[config.mk]
export PLATFORM = sky130hd
export DESIGN_NAME = jk_bank_sequencer_flat
export DESIGN_NICKNAME = d
export VERILOG_FILES = /design/src/rtl/jk_pkg.sv /design/src/rtl/jk_bank_sequencer_if.sv /design/src/rtl/jk_cell.sv /design/src/rtl/jk_bank_sequencer.sv /design/src/flat_wrapper.sv
export SDC_FILE = /design/constraint.sdc
export NUM_CORES = 1
export LEC_CHECK = 0
export BUFFER_PORTS_ARGS = -buffer_cell sky130_fd_sc_hd__buf_4
export CAP_MARGIN = 20
export CORE_MARGIN = 2
export CORE_UTILIZATION = 48
export DETAILED_ROUTE_END_ITERATION = 7
export PLACE_DENSITY = 0.77
export SETUP_SLACK_MARGIN = 0.5
export SLEW_MARGIN = 20
export SYNTH_ARGS = -nofsm -noshare
export SYNTH_HDL_FRONTEND = slang
export SYNTH_SLANG_ARGS = --single-unit
[constraint.sdc]
create_clock -name clock -period 1.7 [get_ports clock]
set_input_delay 0.085 -clock clock [delete_from_list [all_inputs] [get_ports clock]]
set_output_delay 0.085 -clock clock [all_outputs]
set_load 0.05 [all_outputs]
[src/rtl/jk_pkg.sv]
// Shared encodings for the JK bank sequencer: per-cell {j,k} op codes and FSM states.
package jk_pkg;
  localparam logic [1:0] OP_HOLD   = 2'b00;
  localparam logic [1:0] OP_CLEAR  = 2'b01;
  localparam logic [1:0] OP_SET    = 2'b10;
  localparam logic [1:0] OP_TOGGLE = 2'b11;

  typedef enum logic [1:0] {
    ST_IDLE = 2'd0,
    ST_RUN  = 2'd1,
    ST_DONE = 2'd2
  } state_t;
endpackage

[src/rtl/jk_bank_sequencer_if.sv]
// Command channel between a control master and the JK bank sequencer (valid/ready).
interface jk_bank_sequencer_if #(
  parameter int WIDTH = 8,
  parameter int CNT_W = 4
);
  logic             cmd_valid;
  logic             cmd_ready;
  logic [1:0]       cmd_op;
  logic [WIDTH-1:0] cmd_mask;
  logic [CNT_W-1:0] cmd_count;

  modport master (output cmd_valid, cmd_op, cmd_mask, cmd_count, input cmd_ready);
  modport slave  (input cmd_valid, cmd_op, cmd_mask, cmd_count, output cmd_ready);
endinterface

[src/rtl/jk_cell.sv]
// Single JK flip-flop with asynchronous active-high reset to q=0; q_bar is always ~q.
module jk_cell
  import jk_pkg::*;
(
  input  logic clock,
  input  logic reset,
  input  logic j,
  input  logic k,
  output logic q,
  output logic q_bar
);
  always_ff @(posedge clock or posedge reset) begin
    if (reset) begin
      q <= 1'b0;
    end else begin
      case ({j, k})
        OP_HOLD:  q <= q;
        OP_CLEAR: q <= 1'b0;
        OP_SET:   q <= 1'b1;
        default:  q <= ~q;
      endcase
    end
  end

  assign q_bar = ~q;
endmodule

[src/rtl/jk_bank_sequencer.sv]
// Applies one latched JK op to a masked bank of cells for count+1 edges, then pulses done.
// Optional abort input (early exit from RUN) is enabled by defining JK_BANK_ABORT_EN.
module jk_bank_sequencer
  import jk_pkg::*;
#(
  parameter int WIDTH = 8,
  parameter int CNT_W = 4
)(
  input  logic             clock,
  input  logic             reset,
  jk_bank_sequencer_if.slave cmd,
`ifdef JK_BANK_ABORT_EN
  input  logic             abort,
`endif
  output logic             busy,
  output logic             done,
  output logic [WIDTH-1:0] q,
  output logic [WIDTH-1:0] q_bar
);
  state_t           state, state_nxt;
  logic [1:0]       op_r;
  logic [WIDTH-1:0] mask_r;
  logic [CNT_W-1:0] remaining;
  logic [WIDTH-1:0] j_vec, k_vec;
  logic             accept;
  logic             run_last;

  assign accept = cmd.cmd_valid && (state == ST_IDLE);

`ifdef JK_BANK_ABORT_EN
  assign run_last = (remaining == '0) || abort;
`else
  assign run_last = (remaining == '0);
`endif

  always_ff @(posedge clock or posedge reset) begin
    if (reset) begin
      state <= ST_IDLE;
    end else begin
      state <= state_nxt;
    end
  end

  always_comb begin
    state_nxt = state;
    case (state)
      ST_IDLE: if (accept)   state_nxt = ST_RUN;
      ST_RUN:  if (run_last) state_nxt = ST_DONE;
      ST_DONE: state_nxt = ST_IDLE;
      default: state_nxt = ST_IDLE;
    endcase
  end

  // remaining counts down from cmd_count, so count = 2^CNT_W-1 never wraps
  always_ff @(posedge clock or posedge reset) begin
    if (reset) begin
      op_r      <= OP_HOLD;
      mask_r    <= '0;
      remaining <= '0;
    end else if (accept) begin
      op_r      <= cmd.cmd_op;
      mask_r    <= cmd.cmd_mask;
      remaining <= cmd.cmd_count;
    end else if (state == ST_RUN && remaining != '0) begin
      remaining <= remaining - 1'b1;
    end
  end

  always_comb begin
    j_vec = '0;
    k_vec = '0;
    if (state == ST_RUN) begin
      j_vec = mask_r & {WIDTH{op_r[1]}};
      k_vec = mask_r & {WIDTH{op_r[0]}};
    end
  end

  for (genvar i = 0; i < WIDTH; i++) begin : g_cell
    jk_cell u_cell (
      .clock (clock),
      .reset (reset),
      .j     (j_vec[i]),
      .k     (k_vec[i]),
      .q     (q[i]),
      .q_bar (q_bar[i])
    );
  end

  assign cmd.cmd_ready = (state == ST_IDLE);
  assign busy          = (state != ST_IDLE);
  assign done          = (state == ST_DONE);
endmodule

[src/flat_wrapper.sv]
// flat-port wrapper written by rule: the top's interface ports become plain ports
module jk_bank_sequencer_flat import jk_pkg::*;
#(
  parameter int WIDTH = 8,
  parameter int CNT_W = 4
)
  (clock, reset, busy, done, q, q_bar, cmd_cmd_valid, cmd_cmd_op, cmd_cmd_mask, cmd_cmd_count, cmd_cmd_ready);
  jk_bank_sequencer_if #(.WIDTH(WIDTH), .CNT_W(CNT_W)) cmd_i ();
  input  logic clock;
  input  logic reset;
  output logic busy;
  output logic done;
  output logic [WIDTH-1:0] q;
  output logic [WIDTH-1:0] q_bar;
  input wire logic [$bits(cmd_i.cmd_valid)-1:0] cmd_cmd_valid;
  input wire logic [$bits(cmd_i.cmd_op)-1:0] cmd_cmd_op;
  input wire logic [$bits(cmd_i.cmd_mask)-1:0] cmd_cmd_mask;
  input wire logic [$bits(cmd_i.cmd_count)-1:0] cmd_cmd_count;
  output wire logic [$bits(cmd_i.cmd_ready)-1:0] cmd_cmd_ready;
  assign cmd_i.cmd_valid = cmd_cmd_valid;
  assign cmd_i.cmd_op = cmd_cmd_op;
  assign cmd_i.cmd_mask = cmd_cmd_mask;
  assign cmd_i.cmd_count = cmd_cmd_count;
  assign cmd_cmd_ready = cmd_i.cmd_ready;
  jk_bank_sequencer #(.WIDTH(WIDTH), .CNT_W(CNT_W)) u_core (.clock(clock), .reset(reset), .cmd(cmd_i), .busy(busy), .done(done), .q(q), .q_bar(q_bar));
endmodule
; ---- After elaboration in Yosys (flattened, before gate mapping)
; Index checks and enable logic that the tools add are counted.
; Widths: inputs -> output; s select.
[totals]
ff_bits = 24
input_bits = 17
[op_classes]
n_addsub = 1
n_eq_ne = 20
mux = 15
bitwise = 10
n_reduce_logical = 16
[op_table]
columns = op, n
row1 = $pmux 1 s3, 8
row2 = $eq 2x1->1 const B, 9
row3 = $eq 2x2->1 const B, 9
row4 = $logic_not 2->1, 9
row5 = $and 8x8->8, 2
row6 = $mux 8, 2
row7 = $mux 4, 2
row8 = $not 1->1, 8
row9 = $logic_not 4->1, 1
row10 = $mux 2, 2
row11 = $ne 2x1->1 const B, 2
row12 = $pmux 2 s2, 1
row13 = $reduce_bool 2->1, 2
row14 = $reduce_bool 4->1, 1
row15 = $sub 4x1->4 const B, 1
row16 = $logic_and 1x1->1, 2
row17 = $reduce_and 2->1, 1

; ---- Longest topological paths before layout
; Gate-level depths: netlist of the first run.
[depth]
word_depth = 4
depth_mapped = 7
mapped_depth_nobuf = 6

; ---- Hierarchy
; Synthesis of the first run repeated with hierarchy kept, for this count alone.
[unflattened]
cells_unflattened = 155
hier_area_um2 = 1587.8
[modules_own_cells]
columns = module, instances, cells_per_inst, area_per_inst_um2, seq_area_each_um2
row1 = jk_bank_sequencer, 1, 75, 887.1, 400.4
row2 = jk_cell, 8, 10, 87.6, 25.0

; ---- Worst setup path after synthesis of the first run
; OpenSTA, ideal clock, no wires.
[synth_timing]
path_kind = register to register
startpoint = reg u_core.state[1]
endpoint = reg u_core.g_cell[6].u_cell.q
t_arrival_ns = 1.591
required_time_ns = 1.606
setup_slack_ns = 0.015
stages_incl_launch_ff = 8
n_path_buf = 1
synth_period_minus_slack_ns = 1.685
path_cell_list = dfrtp_1 > and2b_1 > buf_2 > and3_1 > inv_2 > ha_1 > nor3b_1 > a211oi_1
[synth_via]
elab_chain_cells = 4
word_cells_on_any_way = 7
cone_classes = 3 x eq/ne / 3 x mux / 1 x reduce/logical
[synth_rtl]
columns = item, line_no
row1 = "start, declared", jk_bank_sequencer.sv:20  ; state_t state, state_nxt;
row2 = "start signal, assigned", jk_bank_sequencer.sv:40  ; state <= state_nxt;
row3 = $eq 2x1->1 (*), jk_bank_sequencer.sv:72  ; if (state == ST_RUN) begin
row4 = $mux 8, jk_bank_sequencer.sv:72
row5 = $eq 2x2->1 (tied with other cells), jk_cell.sv:16  ; case ({j, k})
row6 = $pmux 1 s3, jk_cell.sv:16
row7 = "end signal, assigned", jk_cell.sv:17  ; OP_HOLD: q <= q;
row8 = "end signal, assigned", jk_cell.sv:20  ; default: q <= ~q;
row9 = "end, declared", jk_cell.sv:9  ; output logic q,
; Every way passes the cells marked *; elsewhere a longest branch is shown, timed or not.
; A chain may end at the register's enable or synchronous reset.

; ---- Worst setup path in the final report of the first run
[layout_timing]
startpoint = reg u_core.state[1]
endpoint = reg u_core.g_cell[5].u_cell.q
[layout_via]
elab_chain_cells = 4
word_cells_on_any_way = 7
cone_classes = 3 x eq/ne / 3 x mux / 1 x reduce/logical
[layout_rtl]
columns = item, line_no
row1 = $eq 2x1->1 (*), jk_bank_sequencer.sv:72
row2 = $mux 8, jk_bank_sequencer.sv:72
row3 = $eq 2x2->1 (tied with other cells), jk_cell.sv:16
row4 = $pmux 1 s3, jk_cell.sv:16
row5 = "end signal, assigned", jk_cell.sv:17
row6 = "end signal, assigned", jk_cell.sv:20
row7 = "end, declared", jk_cell.sv:9
; Marks and branches as above.

==> impl_results.md, run 1 <==
* Synth area leader: dfrtp_1
* Dpl cell area at 1820 µm²
* Root Buffer Master: clkbuf_4
* Mean Syn Cell Area at 8.64 µm²
* Die W at 61.7 µm
* Status: finished, final reports clean
* Core Footprint at 3100 µm²
* Sink Count at 24
* Sequential Power Share at 23.4%
* Synthesized net count at 219
* DRT Pass-1 Iters at 4
* CP max FO at 8
* Crit start category: register
* RD Place Congestion at 0.792
* Layout area overhead at 51.3%
* Post-Syn Area at 1600 µm²
* Commonest non-fill, non-tap cell in the layout: buf_4
* H-tree level count at 1
* Detailed Place HPWL at 2310 µm
* I/O pin total at 36
* Critical Path End Type: register
* IO Port Bufs at 35
* Distinct cells, synth at 31
* Total gr overflow at 0
* Most frequent cells in the layout: buf_4 (39), dfrtp_1 (24), nand2_1 (23)
* Synth area leaders: dfrtp_1 (38%), ha_1 (13%), nand2_1 (10%)
* Layout cell share with drive strength beyond 1 at 50.2%
* Vias per inst at between 5 and 6
* Worst clock skew at 0.00640 ns
* Pin count of the biggest net entering global routing at 25
* Nets at 267
* Fill cell count at 213
* Vias in the first global route at 1443
* Routed via count at 1470
* P_int at 2.39 mW
* Final ANT Viol Nets at 0
* Row cnt at 20
* Final cell count without fillers at roughly 280
* FF+latch count, synth at 24
* CTS tree: built
* First-pass GRT wire length at 6180 µm
* Final period utilization at 99.4%
* Worst vdd ir at 1.24 mV
* Final max-slew violation count at 0
* Initial Utilization at 51.5%
* Slew headroom at 78.6%
* Switching share of power at 50.3%
* Residual DRC at 0
* Fmax at 592 MHz
* Final hold vios at 0
* Finished Cell Area at 2420 µm²
* Slew @ Worst Pin at between 0.3 and 0.4 ns
* CP required at 1.93 ns
* Fraction of the yosys area taken by sequential cells at 37.6%
* Combinational power share at a little under three quarters
* Unrepaired setup endpoints after global routing: true
* Die Ht at 61.7 µm
* Crit path time final at 1.69 ns
* WL/cell at 15.6 µm
* Setup Viol. Count Final at 0
* Clk pin slew, worst setup/hold paths at 0.14 ns
* Worst-Skew Late Latency at 0.34 ns
* Crit path DAT at 1.92 ns
* Clk pwr share at between 5 and 6%
* Total track usage at 22.3%
* Switching power at 2.42 mW
* Initial DRC count at between 60 and 70
* Post-Synthesis Cells at 185
* PwrDens at 1990 nW/µm²
* Yosys warning count at 0
* Leakage at 1.12 nW
* Maximum clock path buffer count at 2
* Routed Wire Length at 4280 µm
* Cell count after placement at 248
* Antenna violations before repair at 0
* Worst hold path class: input port to register
* DIE AREA at 3810 µm²
* Crit Path Class: register to register
* Max Cap Violations at 0
* CTS Buf Count at 3
* Inserted Diodes at 0
* Post-synth top area share at around 38%
## registers in the layout, summed over array words and instances (netlist names)
| register | count |
|---|---|
| u_core.state | 2 |
| u_core.mask_r | 8 |
| u_core.g_cell.u_cell.q | 8 |
| u_core.remaining | 4 |
| u_core.op_r | 2 |
## metal layers
| layer | routed length [µm] | vias up | track usage [%] |
|---|---|---|---|
| met5 | 0 | - | 0 |
| met4 | 85 | 0 | 9.12 |
| met3 | 174 | 11 | 2.69 |
| met2 | 2380 | 59 | 42.1 |
| met1 | 1650 | 711 | 25.2 |
| li1 | - | 689 | - |
## Yosys cell counts
library cell  instances
nor3b_1               8
nor3b_2               1
nand2b_1              1
buf_4                16
a21oi_1               2
nand3b_1              1
buf_2                 4
a31oi_1               1
nor2_1                2
and2b_1               1
nor4b_1               1
a31o_2                1
nor2b_1               1
inv_1                20
or3_1                 1
o22ai_1               1
or3b_4                1
nor3_1               10
or3b_1                2
ha_1                 17
buf_6                 1
o21ai_1               1
or2_2                 1
and2_1                2
nand2_1              43
nand3_1               2
and3_1                8
inv_2                 1
a211oi_1              9
a211o_1               1
dfrtp_1              24
## worst paths after layout
| path | slack, ns | cells after the start | start | endpoint |
|---|---|---|---|---|
| min in group asynchronous | 0.35 | 4 | reset | u_core.g_cell[1].u_cell.q$_DFFE_PP0P_ |
| hold reg to reg | 0.54 | 2 | u_core.op_r[0]$_DFFE_PP0P_ | u_core.op_r[0]$_DFFE_PP0P_ |
| hold / removal | 0.03 | 3 | cmd_cmd_count[2] | u_core.remaining[2]$_DFFE_PP0P_ |
| setup reg to reg | 0.01 | 6 | u_core.state[1]$_DFFE_PP0P_ | u_core.g_cell[5].u_cell.q$_DFFE_PP0P_ |
| max in group asynchronous | 1.10 | 4 | reset | u_core.mask_r[0]$_DFFE_PP0P_ |
| setup / recovery | 0.01 | 6 | u_core.state[1]$_DFFE_PP0P_ | u_core.g_cell[5].u_cell.q$_DFFE_PP0P_ |
## power by group through the flow
stage	clock network [mW]	registers [mW]	logic [mW]
floorplan	0	1.02	2.17
global placement	0	1.05	2.37
detailed placement	0	1.07	2.46
CTS	0.267	1.07	2.82
global route	0.297	1.15	3.63
finish	0.268	1.12	3.41
## cells by family (layout without fill, tap and decap cells)
group	after synthesis	in the layout	share of synthesized area, %
simple gates	86	88	27.6
buf+inv	42	86	14.4
flops	24	24	37.6
fa+ha+maj	17	17	13.3
compound gates	16	16	7.05
## metrics by stage
| step | worst slack [ns] | hold WS, ns | util [%] | power, mW | TNS, ns |
|---|---|---|---|---|---|
| after CTS | 0.0459 | 0.00532 | 69.8 | 4.15 | 0 |
| after detailed placement | 0.0115 | 0.162 | 58.8 | 3.53 | 0 |
| final | 0.00998 | 0.0273 | 77.9 | 4.80 | 0 |
| after global placement | 0.0773 | 0.155 | 58.8 | 3.42 | 0 |
| after global routing | -0.0298 | 0.0344 | 77.9 | 5.08 | -0.122 |
| after floorplan | 0.0552 | 0.0996 | - | 3.18 | 0 |
## critical path: stages, from the launching register on
cell and delay, ns:
dfrtp_1 0.43, and2b_2 0.24, and2_4 0.27, nand2_2 0.12, ha_4 0.28, nor3b_2 0.19, a211oi_2 0.06
## what timing repair did
action | CTS | global route
buffers inserted | 4 | 4
gates cloned | 2 | 0
pin swaps | 25 | 23
hold buffers | 13 | 1
resized for setup | 26 | 51
setup endpoints to repair | 26 | 26
endpoints found under the hold margin | 36 | 1
## cell type report
type | count | area (µm²) | share of cell area [%]
clock buffers | 3 | 22.5 | 0.932
repair buffers | 62 | 546 | 22.6
inverters | 21 | 82.6 | 3.42
well taps | 44 | 55.1 | 2.28
multi-input cells | 121 | 1110 | 46.0
flip-flops and latches | 24 | 601 | 24.8
Note: power is estimated with default switching activity, not from simulation.
==> run 2: changes to the inputs <==
==> constraint.sdc (replaced) <==
create_clock -name clock -period 1.7 [get_ports clock]
set_input_delay 0.085 -clock clock [delete_from_list [all_inputs] [get_ports clock]]
set_output_delay 0.085 -clock clock [all_outputs]
set_load 0.02 [all_outputs]
==> run 2 against run 1 <==
Net effect: the run now ends with negative setup slack left; sequential power about the same; final cell count up 2.9%; count of clock-buffer cells in the layout did not move; global-route usage shrank 0.46 points; clock power rose by 61%; flip-flop and latch count did not move; critical endpoint is now u_core.g_cell[7].u_cell.q$_DFFE_PP0P_.
==> impl_results.md, run 2 (synthesized netlist as in run 1, its figures left out) <==
* Status: finished, violations left
* Failing checks: negative setup slack
* Layout cell share with drive strength beyond 1 at 43.1% (-7.1 points)
* Metal-1 WL at 1650 µm (+0.24%)
* I/O pin total at 36 (unchanged)
* Worst-Skew Late Latency at 0.33 ns (about the same)
* Worst hold path class: input port to register
* Total gr overflow at 0 (unchanged)
* Inserted Diodes at 0 (unchanged)
* Final max-slew violation count at 0 (unchanged)
* Nets at 274 (+2.6%)
* WL met2 at 2340 µm (-1.5%)
* Worst clock skew at 0.00108 ns (-0.00532 ns)
* CP required at 1.94 ns (about the same)
* Crit path DAT at 2.00 ns (+0.08 ns)
* PwrDens at 1790 nW/µm² (-10%)
* Die Ht at 61.7 µm (unchanged)
* H-tree level count at 1 (unchanged)
* Residual DRC at 0 (unchanged)
* Initial Utilization at 51.5% (unchanged)
* Total track usage at 21.9% (-0.46 points)
* Total power at 4.31 mW (-10%)
* Detailed Place HPWL at 2250 µm (-2.7%)
* Commonest non-fill, non-tap cell in the layout: buf_4
* Final period utilization at 104% (+4.5 points)
* Clk pin slew, worst setup/hold paths at 0.15 ns (about the same)
* Core Footprint at 3100 µm² (unchanged)
* WP buf/inv at 0 (unchanged)
* Met3 routed WL at 151 µm (-13%)
* Finished Core Util at 77.6% (-0.28 points)
* Crit path launch: u_core.state[1]$_DFFE_PP0P_
* Worst vdd ir at 0.878 mV (-29%)
* Antenna violations before repair at 0 (unchanged)
* CP max stage delay at 0.42 ns (about the same)
* Final WS setup at -0.0664 ns (-0.0764 ns)
* Sink Count at 24 (unchanged)
* First-pass GRT wire length at 6060 µm (-2.0%)
* CP delay by family, top: simple AND/OR/NAND/NOR gates
* WL/cell at 14.9 µm (-4.6%)
* Maximum clock path buffer count at 2 (unchanged)
* Worst path cell trace: and2b_4 -> and2_4 -> nand2_2 -> ha_4 -> nor3b_1 -> a211oi_1
* DIE AREA at 3810 µm² (unchanged)
* Max layer used: met4
* Crit path time final at 1.77 ns (+0.0764 ns)
* IO Port Bufs at 35 (unchanged)
* Layout area overhead at 50.7%
* RD Place Congestion at 0.830 (+4.8%)
* Fmax at 566 MHz (-4.3%)
* Routed Wire Length at 4210 µm (-1.8%)
* Routed via count at 1466 (-0.27%)
* Finished Cell Area at 2410 µm² (-0.36%)
* Fin Hold WS at 0.0160 ns (-0.0113 ns)
* DRT Pass-1 Iters at 4 (unchanged)
* Vias in the first global route at 1399 (-3.0%)
* CP max FO at 8 (unchanged)
* Most frequent cells in the layout: buf_4 (45), nand2_1 (33), dfrtp_1 (24)
* Max Cap Violations at 0 (unchanged)
* Crit Path Class: register to register
* Final ANT Viol Nets at 0 (unchanged)
* Dpl cell area at 1820 µm² (-0.34%)
* Root Buffer Master: clkbuf_4
* Setup Viol. Count Final at 8 (+8)
* Slowest-stage cell, CP: dfrtp_1
* Slew @ Worst Pin at 0.321 ns (-0.000783 ns)
* Largest regs: u_core.g_cell.u_cell.q (8), u_core.mask_r (8), u_core.remaining (4)
* Min-delay src: cmd_cmd_count[2]
* CTS Buf Count at 3 (unchanged)
* Pin count of the biggest net entering global routing at 25 (unchanged)
* Critical Path End Type: register
* Crit start category: register
* Row cnt at 20 (unchanged)
* Worst R2R Start: u_core.state[1]$_DFFE_PP0P_
* Slew headroom at 78.6% (about the same)
* Die W at 61.7 µm (unchanged)
* Vias per inst at 5.18 (-3.1%)
* Unrepaired setup endpoints after global routing: true
* Leakage at 1.13 nW (+0.64%)
* CTS tree: built
* Fin Setup TNS at -0.390 ns (-0.390 ns)
* Final hold vios at 0 (unchanged)
* Initial DRC count at 61 (-4.7%)
## run 2: path summary, 6_finish.rpt
| path | end | slack, ns | depth (start not counted) |
|---|---|---|---|
| setup / recovery | u_core.g_cell[7].u_cell.q$_DFFE_PP0P_ | -0.07 | 6 |
| hold / removal | u_core.remaining[2]$_DFFE_PP0P_ | 0.02 | 3 |
| setup reg to reg | u_core.g_cell[7].u_cell.q$_DFFE_PP0P_ | -0.07 | 6 |
| hold reg to reg | u_core.op_r[0]$_DFFE_PP0P_ | 0.53 | 2 |
| max in group asynchronous | u_core.g_cell[7].u_cell.q$_DFFE_PP0P_ | 1.12 | 4 |
| min in group asynchronous | u_core.g_cell[0].u_cell.q$_DFFE_PP0P_ | 0.35 | 4 |
## run 2: cell type report
class / count / area (µm²)
sequential: 24 / 601
tap: 44 / 55.1
multi-input combinational: 120 / 1000
clock inverter: 1 / 30.0
timing repair buffer: 70 / 619
inverter: 21 / 78.8
clock buffer: 3 / 22.5
fill: 215 / 694
## run 2: tightest hold or removal path: cells and delay by family
kind | cells | cell delay, ns
and+or+nand+nor | 1 | 0.09
buffers and inverters | 1 | 0.11
AOI/OAI and AO/OA | 1 | 0.05
## run 2: where the power goes
group,internal (mW),leakage (nW),switching [mW],total [mW]
clock network,0.239,0.0279,0.194,0.432
logic,1.41,0.815,1.36,2.77
registers,0.846,0.285,0.256,1.10
## run 2: metal layers
| metal | vias up | track usage [%] |
|---|---|---|
| li1 | 706 | - |
| met1 | 715 | 24.3 |
| met2 | 39 | 40.6 |
| met3 | 6 | 3.73 |
| met4 | 0 | 9.42 |
| met5 | - | 0 |
## run 2: through the flow
step	std cells	setup WS, ns
3_3_place_gp	248	0.0872
5_1_grt	283	-0.161
4_1_cts	282	0.00899
2_1_floorplan	185	0.0550
3_5_place_dp	248	-0.0143
6_report	283	-0.0664
## run 2: repair_timing
| item | CTS | global route |
|---|---|---|
| hold endpoints to repair | 37 | 0 |
| pin swaps | 16 | 15 |
| setup endpoints to repair | 26 | 27 |
| hold buffers | 14 | 0 |
| resized for setup | 16 | 33 |
| setup buffers | 15 | 1 |
| cloned | 1 | 0 |
==> run 3: changes to the inputs <==
--- a/config.mk
+++ b/config.mk
@@ -10,7 +10,7 @@
 export CORE_MARGIN = 2
 export CORE_UTILIZATION = 48
 export DETAILED_ROUTE_END_ITERATION = 7
-export PLACE_DENSITY = 0.77
+export PLACE_DENSITY = 0.84
 export SETUP_SLACK_MARGIN = 0.5
 export SLEW_MARGIN = 20
 export SYNTH_ARGS = -nofsm -noshare
==> run 3 against run 2 <==
Net effect: the run ends with negative hold slack, negative setup slack left; utilization rose by 6.7 points; count of clock-buffer cells in the layout rose by 1; maximum frequency rose by 3.5%; critical path depth increased by 1; register-to-register slack better by 0.06 ns; critical path type unchanged; highest routed layer unchanged.
==> impl_results.md, run 3 (synthesized netlist as in run 1, its figures left out) <==
* Status: finished, violations left
* Failing checks: negative hold slack, negative setup slack
* Total gr overflow at 0 (unchanged)
* Maximum clock path buffer count at 2 (unchanged)
* H-tree level count at 1 (unchanged)
* Detailed Place HPWL at 2140 µm (-5.0%)
* Total track usage at 23.9% (+2.1 points)
* Layout area overhead at 63.7%
* Die W at 61.7 µm (unchanged)
* Worst path cell trace: and2b_2 -> and2_4 -> buf_12 -> nand2_4 -> ha_4 -> nor3b_2 -> a211oi_1
* Die Ht at 61.7 µm (unchanged)
* WL/cell at 18.4 µm (+24%)
* Max Cap Violations at 0 (unchanged)
* Hold Path Stages at 3 (unchanged)
* Finished Cell Area at 2620 µm² (+8.6%)
* Largest regs: u_core.g_cell.u_cell.q (8), u_core.mask_r (8), u_core.remaining (4)
* CTS tree: built
* Worst hold path class: input port to register
* Final max-slew violation count at 0 (unchanged)
* CTS Buf Count at 3 (unchanged)
* Area of the multi-input gates at 1190 µm² (+19%)
* Register Area at 601 µm² (unchanged)
* Row cnt at 20 (unchanged)
* RD Place Congestion at 0.798 (-3.8%)
* Unrepaired setup endpoints after global routing: true
* Vias per inst at 5.51 (+6.3%)
* First-pass GRT wire length at 6780 µm (+12%)
* Pin count of the biggest net entering global routing at 25 (unchanged)
* Root Buffer Master: clkbuf_4
* Nets at 278 (+1.5%)
* Fmax at 586 MHz (+3.5%)
* Commonest non-fill, non-tap cell in the layout: buf_4
* Clk pin slew, worst setup/hold paths at 0.17 ns (+0.02 ns)
* DIE AREA at 3810 µm² (unchanged)
* CP required at 1.97 ns (+0.03 ns)
* Dpl ws at 0.0413 ns (+0.0556 ns)
* Final cell count without fillers at 287 (+1.4%)
* Crit start category: register
* Leakage at 1.26 nW (+12%)
* Initial Utilization at 51.5% (unchanged)
* Final ANT Viol Nets at 0 (unchanged)
* DRT Pass-1 Iters at 4 (unchanged)
* CP max stage delay at 0.42 ns (about the same)
* Dpl cell area at 1820 µm² (unchanged)
* Final period utilization at 100% (-3.5 points)
* Most frequent cells in the layout: buf_4 (43), dfrtp_1 (24), nand2_1 (19)
* Worst clock skew at 0.0261 ns (+0.0250 ns)
* Cell count after placement at 248 (unchanged)
* Core Footprint at 3100 µm² (unchanged)
* Slew @ Worst Pin at 0.455 ns (+0.135 ns)
* Inserted Diodes at 0 (unchanged)
* Layout cell share with drive strength beyond 1 at 56.4% (+13 points)
* Crit path DAT at 1.97 ns (-0.03 ns)
* Slew headroom at 69.2% (-9.4 points)
* R2R cell count at 7 (+1)
* Setup Viol. Count Final at 1 (-7)
* Final WS setup at -0.00728 ns (+0.0591 ns)
* I/O pin total at 36 (unchanged)
* Slowest-stage cell, CP: dfrtp_1
* Worst vdd ir at 1.02 mV (+16%)
* Sink Count at 24 (unchanged)
* Fin Hold WS at -0.00517 ns (-0.0212 ns)
* Antenna violations before repair at 0 (unchanged)
* Critical Path End Type: register
* Fin Setup TNS at -0.00728 ns (+0.383 ns)
* IO Port Bufs at 35 (unchanged)
* Residual DRC at 0 (unchanged)
* Initial DRC count at 73 (+20%)
* Vias in the first global route at 1531 (+9.4%)
* Fill cell count at 169 (-21%)
* Crit Path Class: register to register
* Worst-Skew Late Latency at 0.35 ns (+0.02 ns)
* PwrDens at 1820 nW/µm² (+2.0%)
* Final hold vios at 1 (+1)
* CP max FO at 4 (-4)
* Routed via count at 1581 (+7.8%)
* Routed Wire Length at 5300 µm (+26%)
* Crit path time final at 1.71 ns (-0.0591 ns)
run 3: where the power goes:
part	switching [mW]	internal, mW
combinational	1.64	1.64
clock	0.205	0.131
sequential	0.306	0.845
total	2.15	2.61
run 3: metrics by stage:
stage / total power [mW] / utilization (%)
2_1_floorplan: 2.66 / -
3_3_place_gp: 2.89 / 58.6
3_5_place_dp: 2.97 / 58.6
4_1_cts: 3.87 / 75.4
5_1_grt: 5.02 / 84.3
6_report: 4.77 / 84.3
run 3: area by class of cell:
type	instances	share of cell area (%)
clock buffers	4	1.39
well taps	44	2.11
repair buffers	73	25.0
inverters	21	3.01
multi-input cells	121	45.6
flip-flops and latches	24	23.0
run 3: layer usage:
metal | GRT usage, % | part of all wire, % | wire length (µm) | up-vias
li1 | - | - | - | 713
met1 | 27.2 | 38 | 2020 | 802
met2 | 46.2 | 56 | 2970 | 52
met3 | 4.14 | 3.5 | 183 | 14
met4 | 5.47 | 2.2 | 119 | 0
met5 | 0 | 0 | 0 | -
run 3: final timing paths:
| check | start | to | slack, ns |
|---|---|---|---|
| max in group asynchronous | reset | u_core.remaining[3]$_DFFE_PP0P_ | 1.09 |
| max reg2reg | u_core.state[1]$_DFFE_PP0P_ | u_core.g_cell[4].u_cell.q$_DFFE_PP0P_ | -0.007 |
| min reg2reg | u_core.op_r[0]$_DFFE_PP0P_ | u_core.op_r[0]$_DFFE_PP0P_ | 0.53 |
| min in group asynchronous | reset | u_core.mask_r[6]$_DFFE_PP0P_ | 0.33 |
| min | cmd_cmd_count[2] | u_core.remaining[2]$_DFFE_PP0P_ | -0.005 |
| max | u_core.state[1]$_DFFE_PP0P_ | u_core.g_cell[4].u_cell.q$_DFFE_PP0P_ | -0.007 |
run 3: timing repair:
action,4_1_cts,5_1_grt
gates resized for setup,50,50
hold endpoints to repair,36,0
pin swaps,35,29
endpoints found under the setup margin,26,27
setup buffers,15,5
gates cloned,2,0
hold buffers,13,0
run 3: critical path, delay by kind of cell (launching register included):
family	cells	cell delay (ns)
and+or+nand+nor	4	0.65
DFF	1	0.42
buffers and inverters	1	0.14
adders and majority gates	1	0.25
AOI/OAI and AO/OA	1	0.20
